--- config.mk ---
export PLATFORM = sky130hd
export DESIGN_NAME = pipe_control_unit
export DESIGN_NICKNAME = d
export VERILOG_FILES = /design/src/rtl/pipe_control_unit.sv
export SDC_FILE = /design/constraint.sdc
export NUM_CORES = 1
export LEC_CHECK = 0
export BUFFER_PORTS_ARGS = -buffer_cell sky130_fd_sc_hd__buf_2
export CAP_MARGIN = 20
export CELL_PAD_IN_SITES_DETAIL_PLACEMENT = 2
export CELL_PAD_IN_SITES_GLOBAL_PLACEMENT = 2
export CORE_UTILIZATION = 31
export DETAILED_ROUTE_END_ITERATION = 7
export PLACE_DENSITY = 0.78
export SLEW_MARGIN = 20
export SYNTH_ARGS = -nofsm -noshare
export SYNTH_HDL_FRONTEND = slang
export SYNTH_SLANG_ARGS = --single-unit
--- constraint.sdc ---
create_clock -name clk -period 3.45 [get_ports clk]
set_input_delay 0.1725 -clock clk [delete_from_list [all_inputs] [get_ports clk]]
set_output_delay 0.1725 -clock clk [all_outputs]
set_load 0.01 [all_outputs]
--- src/rtl/pipe_control_unit.sv ---
// LEGv8 five-stage pipeline control: decode, ID/EX, EX/MEM and MEM/WB control registers, hazard stall and EX forwarding.
// Define FORWARDING_EN for forwarding with load-use stalls; without it every RAW hazard stalls until write-back completes.
module pipe_control_unit #(
    parameter int unsigned REG_AW   = 5,
    parameter int unsigned ZERO_REG = 31
) (
    input  logic              clk,
    input  logic              reset,
    input  logic [31:0]       instr_id,
    input  logic              id_valid,
    input  logic              branch_taken,
    output logic              stall,
    output logic [2:0]        ex_alu_op,
    output logic              ex_alu_src,
    output logic              ex_flag_write,
    output logic              ex_take_branch,
    output logic              ex_reg_branch,
    output logic [1:0]        ex_cond,
    output logic              ex_reg2loc,
    output logic              mem_read,
    output logic              mem_write,
    output logic              wb_reg_write,
    output logic              wb_mem_to_reg,
    output logic [REG_AW-1:0] wb_rd,
    output logic [1:0]        fwd_a,
    output logic [1:0]        fwd_b
);

    localparam logic [REG_AW-1:0] XZR     = REG_AW'(ZERO_REG);
    localparam logic [REG_AW-1:0] LINK_RG = REG_AW'(30);

    localparam logic [10:0] OP_ADDS = 11'h558;
    localparam logic [10:0] OP_SUBS = 11'h758;
    localparam logic [9:0]  OP_ADDI = 10'h244;
    localparam logic [10:0] OP_LDUR = 11'h7C2;
    localparam logic [10:0] OP_STUR = 11'h7C0;
    localparam logic [10:0] OP_BR   = 11'h6B0;
    localparam logic [7:0]  OP_CBZ  = 8'hB4;
    localparam logic [7:0]  OP_BC   = 8'h54;
    localparam logic [4:0]  COND_LT = 5'b01011;
    localparam logic [5:0]  OP_B    = 6'b000101;
    localparam logic [5:0]  OP_BL   = 6'b100101;

    localparam logic [2:0] ALU_ADD = 3'b010;
    localparam logic [2:0] ALU_SUB = 3'b011;
    localparam logic [1:0] CND_UNC = 2'b00;
    localparam logic [1:0] CND_CBZ = 2'b01;
    localparam logic [1:0] CND_LT  = 2'b10;

    typedef struct packed {
        logic [2:0]        alu_op;
        logic              alu_src;
        logic              flag_write;
        logic              take_branch;
        logic              reg_branch;
        logic [1:0]        cond;
        logic              reg2loc;
        logic              mem_read;
        logic              mem_write;
        logic              reg_write;
        logic              mem_to_reg;
        logic [REG_AW-1:0] rd;
        logic              src1_v;
        logic [REG_AW-1:0] src1;
        logic              src2_v;
        logic [REG_AW-1:0] src2;
    } idex_t;

    typedef struct packed {
        logic              mem_read;
        logic              mem_write;
        logic              reg_write;
        logic              mem_to_reg;
        logic [REG_AW-1:0] rd;
    } exmem_t;

    typedef struct packed {
        logic              reg_write;
        logic              mem_to_reg;
        logic [REG_AW-1:0] rd;
    } memwb_t;

    idex_t  dec_c, idex_q, idex_d;
    exmem_t exmem_q, exmem_d;
    memwb_t memwb_q, memwb_d;
    logic   ex_valid_q, ex_valid_d;
    logic   mem_valid_q, mem_valid_d;
    logic   wb_valid_q, wb_valid_d;
    logic   hazard_c, accept_c;
    logic   ex_dst_v_c, mem_dst_v_c, wb_dst_v_c;
    logic   unused_c;

    logic [REG_AW-1:0] rd_f, rn_f, rm_f;
    assign rd_f = REG_AW'(instr_id[4:0]);
    assign rn_f = REG_AW'(instr_id[9:5]);
    assign rm_f = REG_AW'(instr_id[20:16]);

    // Source/destination match; XZR never creates a dependency.
    function automatic logic reg_hit(input logic s_v, input logic [REG_AW-1:0] s,
                                     input logic d_v, input logic [REG_AW-1:0] d);
        return s_v && d_v && (s == d) && (s != XZR);
    endfunction

    // Instruction decode; unrecognised encodings leave every control at zero.
    always_comb begin
        dec_c = '0;
        if (instr_id[31:21] == OP_ADDS || instr_id[31:21] == OP_SUBS) begin
            dec_c.alu_op     = (instr_id[31:21] == OP_SUBS) ? ALU_SUB : ALU_ADD;
            dec_c.flag_write = 1'b1;
            dec_c.reg_write  = 1'b1;
            dec_c.rd         = rd_f;
            dec_c.src1_v     = 1'b1;
            dec_c.src1       = rn_f;
            dec_c.src2_v     = 1'b1;
            dec_c.src2       = rm_f;
        end else if (instr_id[31:22] == OP_ADDI) begin
            dec_c.alu_op    = ALU_ADD;
            dec_c.alu_src   = 1'b1;
            dec_c.reg_write = 1'b1;
            dec_c.rd        = rd_f;
            dec_c.src1_v    = 1'b1;
            dec_c.src1      = rn_f;
        end else if (instr_id[31:21] == OP_LDUR) begin
            dec_c.alu_op     = ALU_ADD;
            dec_c.alu_src    = 1'b1;
            dec_c.mem_read   = 1'b1;
            dec_c.reg_write  = 1'b1;
            dec_c.mem_to_reg = 1'b1;
            dec_c.rd         = rd_f;
            dec_c.src1_v     = 1'b1;
            dec_c.src1       = rn_f;
        end else if (instr_id[31:21] == OP_STUR) begin
            dec_c.alu_op    = ALU_ADD;
            dec_c.alu_src   = 1'b1;
            dec_c.mem_write = 1'b1;
            dec_c.reg2loc   = 1'b1;
            dec_c.src1_v    = 1'b1;
            dec_c.src1      = rn_f;
            dec_c.src2_v    = 1'b1;
            dec_c.src2      = rd_f;
        end else if (instr_id[31:21] == OP_BR) begin
            dec_c.take_branch = 1'b1;
            dec_c.reg_branch  = 1'b1;
            dec_c.cond        = CND_UNC;
            dec_c.src1_v      = 1'b1;
            dec_c.src1        = rn_f;
        end else if (instr_id[31:24] == OP_CBZ) begin
            dec_c.take_branch = 1'b1;
            dec_c.cond        = CND_CBZ;
            dec_c.reg2loc     = 1'b1;
            dec_c.src2_v      = 1'b1;
            dec_c.src2        = rd_f;
        end else if (instr_id[31:24] == OP_BC && instr_id[4:0] == COND_LT) begin
            dec_c.take_branch = 1'b1;
            dec_c.cond        = CND_LT;
        end else if (instr_id[31:26] == OP_B) begin
            dec_c.take_branch = 1'b1;
            dec_c.cond        = CND_UNC;
        end else if (instr_id[31:26] == OP_BL) begin
            dec_c.take_branch = 1'b1;
            dec_c.cond        = CND_UNC;
            dec_c.reg_write   = 1'b1;
            dec_c.rd          = LINK_RG;
        end
    end

    assign ex_dst_v_c  = ex_valid_q  && idex_q.reg_write;
    assign mem_dst_v_c = mem_valid_q && exmem_q.reg_write;
    assign wb_dst_v_c  = wb_valid_q  && memwb_q.reg_write;

`ifdef FORWARDING_EN
    // Only a load in EX cannot be forwarded in time.
    assign hazard_c = id_valid && idex_q.mem_read && ex_valid_q &&
                      (reg_hit(dec_c.src1_v, dec_c.src1, ex_dst_v_c, idex_q.rd) ||
                       reg_hit(dec_c.src2_v, dec_c.src2, ex_dst_v_c, idex_q.rd));

    always_comb begin
        fwd_a = 2'b00;
        fwd_b = 2'b00;
        if (reg_hit(ex_valid_q && idex_q.src1_v, idex_q.src1, mem_dst_v_c, exmem_q.rd)) begin
            fwd_a = 2'b01;
        end else if (reg_hit(ex_valid_q && idex_q.src1_v, idex_q.src1, wb_dst_v_c, memwb_q.rd)) begin
            fwd_a = 2'b10;
        end
        if (reg_hit(ex_valid_q && idex_q.src2_v, idex_q.src2, mem_dst_v_c, exmem_q.rd)) begin
            fwd_b = 2'b01;
        end else if (reg_hit(ex_valid_q && idex_q.src2_v, idex_q.src2, wb_dst_v_c, memwb_q.rd)) begin
            fwd_b = 2'b10;
        end
    end

    assign unused_c = ^instr_id[15:10];
`else
    // Without bypass paths the reader waits until the writer has left WB.
    assign hazard_c = id_valid &&
                      (reg_hit(dec_c.src1_v, dec_c.src1, ex_dst_v_c,  idex_q.rd)  ||
                       reg_hit(dec_c.src2_v, dec_c.src2, ex_dst_v_c,  idex_q.rd)  ||
                       reg_hit(dec_c.src1_v, dec_c.src1, mem_dst_v_c, exmem_q.rd) ||
                       reg_hit(dec_c.src2_v, dec_c.src2, mem_dst_v_c, exmem_q.rd) ||
                       reg_hit(dec_c.src1_v, dec_c.src1, wb_dst_v_c,  memwb_q.rd) ||
                       reg_hit(dec_c.src2_v, dec_c.src2, wb_dst_v_c,  memwb_q.rd));

    assign fwd_a = 2'b00;
    assign fwd_b = 2'b00;

    assign unused_c = ^{instr_id[15:10], idex_q.src1_v, idex_q.src1, idex_q.src2_v, idex_q.src2};
`endif

    // A taken branch squashes the ID instruction, which also cancels its stall.
    assign stall    = hazard_c && !branch_taken;
    assign accept_c = id_valid && !branch_taken && !hazard_c;

    always_comb begin
        ex_valid_d          = accept_c;
        idex_d              = accept_c ? dec_c : '0;
        mem_valid_d         = ex_valid_q;
        exmem_d             = '0;
        wb_valid_d          = mem_valid_q;
        memwb_d             = '0;
        if (ex_valid_q) begin
            exmem_d.mem_read   = idex_q.mem_read;
            exmem_d.mem_write  = idex_q.mem_write;
            exmem_d.reg_write  = idex_q.reg_write;
            exmem_d.mem_to_reg = idex_q.mem_to_reg;
            exmem_d.rd         = idex_q.rd;
        end
        if (mem_valid_q) begin
            memwb_d.reg_write  = exmem_q.reg_write;
            memwb_d.mem_to_reg = exmem_q.mem_to_reg;
            memwb_d.rd         = exmem_q.rd;
        end
    end

    always_ff @(posedge clk) begin
        if (reset) begin
            ex_valid_q  <= 1'b0;
            mem_valid_q <= 1'b0;
            wb_valid_q  <= 1'b0;
            idex_q      <= '0;
            exmem_q     <= '0;
            memwb_q     <= '0;
        end else begin
            ex_valid_q  <= ex_valid_d;
            mem_valid_q <= mem_valid_d;
            wb_valid_q  <= wb_valid_d;
            idex_q      <= idex_d;
            exmem_q     <= exmem_d;
            memwb_q     <= memwb_d;
        end
    end

    assign ex_alu_op      = ex_valid_q  ? idex_q.alu_op      : 3'b000;
    assign ex_alu_src     = ex_valid_q  && idex_q.alu_src;
    assign ex_flag_write  = ex_valid_q  && idex_q.flag_write;
    assign ex_take_branch = ex_valid_q  && idex_q.take_branch;
    assign ex_reg_branch  = ex_valid_q  && idex_q.reg_branch;
    assign ex_cond        = ex_valid_q  ? idex_q.cond        : 2'b00;
    assign ex_reg2loc     = ex_valid_q  && idex_q.reg2loc;
    assign mem_read       = mem_valid_q && exmem_q.mem_read;
    assign mem_write      = mem_valid_q && exmem_q.mem_write;
    assign wb_reg_write   = wb_valid_q  && memwb_q.reg_write;
    assign wb_mem_to_reg  = wb_valid_q  && memwb_q.mem_to_reg;
    assign wb_rd          = wb_valid_q  ? memwb_q.rd         : '0;

endmodule

==> summary.txt <==
Placed Area -> 2660 µm²
Yosys cell types -> 57
Post-Syn Instances -> 272
Post-Layout Cell Count -> 419
Worst VDD drop -> 0.289 mV
first-pass GRT wire length -> 12.8 mm
status -> finished, final reports clean
Fmax -> 341 MHz
initial DRC count -> 77
Yosys top cell by area -> dfxtp_1
Slew Viols, Final -> 0
Tot Pwr -> 0.867 mW
worst relative slew slack -> 0.505
cts hold-fix bufs -> 0
sequential share of the synthesized area -> 0.297
initial antenna violation count -> 0
clk_skew -> 9.56 ps
largest net degree at the start of global routing -> 18
top post-synthesis cells by area -> dfxtp_1 30%, and2_1 8.2%, nand4_1 6.1%
n_diodes -> 0
Synth Warn # -> 0
Placer Congestion -> 0.816
RSZ-0062 raised after global routing -> no
Pre-antenna DRT Iters -> 4
total gr overflow -> 0
Layout area overhead -> 17.7%
period utilization -> 0.850
Root Buffer -> clkbuf_8
vias in the first global route -> 2408
share of cells above drive strength 1 -> 0.247
WP buf/inv -> 2
Leak Pwr -> 1.09 nW
Via density -> 5.55
fin crit period -> 2930 ps
number of port buffers -> 48
Top cell by count, worst path -> buf_2
DRC Markers -> 0
multi-input combinational cell area -> 1560 µm²
Final Setup Violations -> 0
Crit. End Element -> output port
Reg2Reg Setup Slack -> 980 ps
crit-path leading delay family -> simple AND/OR/NAND/NOR gates
Syn Std Cell Area -> 2360 µm²
startpoint types -> primary input
Tot GR Track Use -> 0.217
die area -> 7960 µm²
Least-Margin Pin Slew -> 740 ps
Post-synth EDFFs -> 0
CP peak stage delay -> 590 ps
asr flop ratio synth -> 0
Hold Slack -> 149 ps
final instance area -> 2780 µm²
fin nets -> 355
Core Util, Final -> 0.381
Setup WS pre-CTS -> 416 ps
Die X -> 89.2 µm
post-CTS resize count -> 0
Routed WL per cell -> 19.2 µm
top-area cell type share of the netlist area -> 0.297
CP Max Fanout -> 10
Syn Area/Cell -> 8.67 µm²
clock tree buffer depth -> 2
Register Area -> 701 µm²
Placed Instances -> 411
Starting Density -> 0.323
TritonCTS buffer count -> 5
die height -> 89.2 µm
postcts setup bufs -> 0
power density over the cells -> 313 nW/µm²
CP cell instances -> buf_2 -> nor4b_4 -> nand3_1 -> nand4_1 -> or4b_1 -> nor4_1 -> o31ai_1 -> a21oi_1 -> buf_2
Crit path required time -> 3280 ps
Hold Path Class -> in2reg
wirelength, routed -> 8.03 mm
Max Cap Viol -> 0
routed via count -> 2324
Routed Antenna Nets -> 0
core box area -> 7290 µm²
detailed placer's ending HPWL -> 6.37 mm
kind of critical path -> in2out
final setup TNS -> 0 ps
Std-Cell Rows -> 31
CTS tree -> yes
Critical Path AT -> 2760 ps
H-tree levels -> 2
dominant synthesized flop cell -> dfxtp_1
Seq cells post-synth -> 35
later-pin clock latency in the skew report -> 290 ps
fillers -> 894
Num Clock Sinks -> 35
setup slack after layout -> 517 ps
Clock Pin Slew Worst Setup and Hold Paths -> 70 ps
Hold Vio Cnt, Final -> 0
I/O Pins -> 60
CP max stage cell -> nor4b_4
==> logic make-up after synthesis <==
family	after synthesis	share of synthesized area
AOI/OAI and AO/OA	29	0.0961
xor gates and xnor gates	18	0.0669
and+or+nand+nor	169	0.485
other	1	0.00159
DFF	35	0.297
muxes	1	0.00425
buffers and inverters	19	0.0488
==> synth_stat cells, types with 4 or more instances <==
| cell type | n |
|---|---|
| a21oi_1 | 6 |
| a31oi_1 | 4 |
| and2_1 | 31 |
| and4_1 | 6 |
| buf_2 | 5 |
| buf_4 | 5 |
| dfxtp_1 | 35 |
| inv_1 | 4 |
| nand2_1 | 11 |
| nand2b_1 | 4 |
| nand3_1 | 14 |
| nand4_1 | 23 |
| nand4b_1 | 5 |
| nor2_1 | 11 |
| nor2b_1 | 9 |
| nor3_1 | 9 |
| nor3_2 | 9 |
| nor4_1 | 7 |
| xnor2_1 | 11 |
| xor2_1 | 7 |
==> state kept, by name, indices dropped and copies added (netlist names) <==
name         flops
idex_q          17
exmem_q          8
memwb_q          7
ex_valid_q       1
mem_valid_q      1
wb_valid_q       1
==> routing by layer <==
layer | wire [µm] | vias up | track usage
li1 | - | 1109 | -
met1 | 3620 | 1159 | 0.277
met2 | 4080 | 49 | 0.393
met3 | 252 | 7 | 0.0305
met4 | 78 | 0 | 0.0317
met5 | 0 | - | 0
==> power breakdown <==
part	internal (mW)	switching [mW]	leakage [nW]	total (mW)
logic	0.0311	0.0532	0.747	0.0843
clock network	0.219	0.157	0.0587	0.376
registers	0.405	0.00223	0.282	0.407
==> cell type report <==
class                      instances  share of cell area
clock buffer                       5              0.0248
clock inverter                     3              0.0171
inverter                           4             0.00541
multi-input combinational        222               0.561
sequential                        35               0.252
tap                               99              0.0446
timing repair buffer              51              0.0947
==> final timing paths <==
path,startpoint,to,cells past startpoint
min reg2reg,idex_q[19],exmem_q[7],1
min,reset,exmem_q[6],2
max reg2reg,mem_valid_q,idex_q[19],8
max,instr_id[25],stall,9
==> cells in the final DEF, fill, tap and decap left out, types with 2 or more instances in the layout <==
master / n
nor3_2: 9
dfxtp_1: 35
buf_4: 3
o31a_1: 2
nor4bb_1: 3
conb_1: 5
nor3b_1: 3
nand3_1: 14
nand4b_1: 5
nand2b_1: 4
nor4b_1: 2
xnor2_1: 11
nor3_1: 9
nand3b_1: 2
a31oi_1: 4
clkbuf_8: 5
nor2b_1: 9
and4b_1: 3
o31ai_1: 2
o211ai_1: 3
xor2_1: 7
nand4_1: 23
nor4_1: 7
and4_1: 6
and4bb_2: 2
or4_4: 2
nor2_1: 11
inv_1: 4
buf_2: 48
nand2_1: 11
or4b_1: 2
and2_1: 31
a21oi_1: 6
and3_1: 3
No activity file was read; power rests on OpenSTA's default activity.
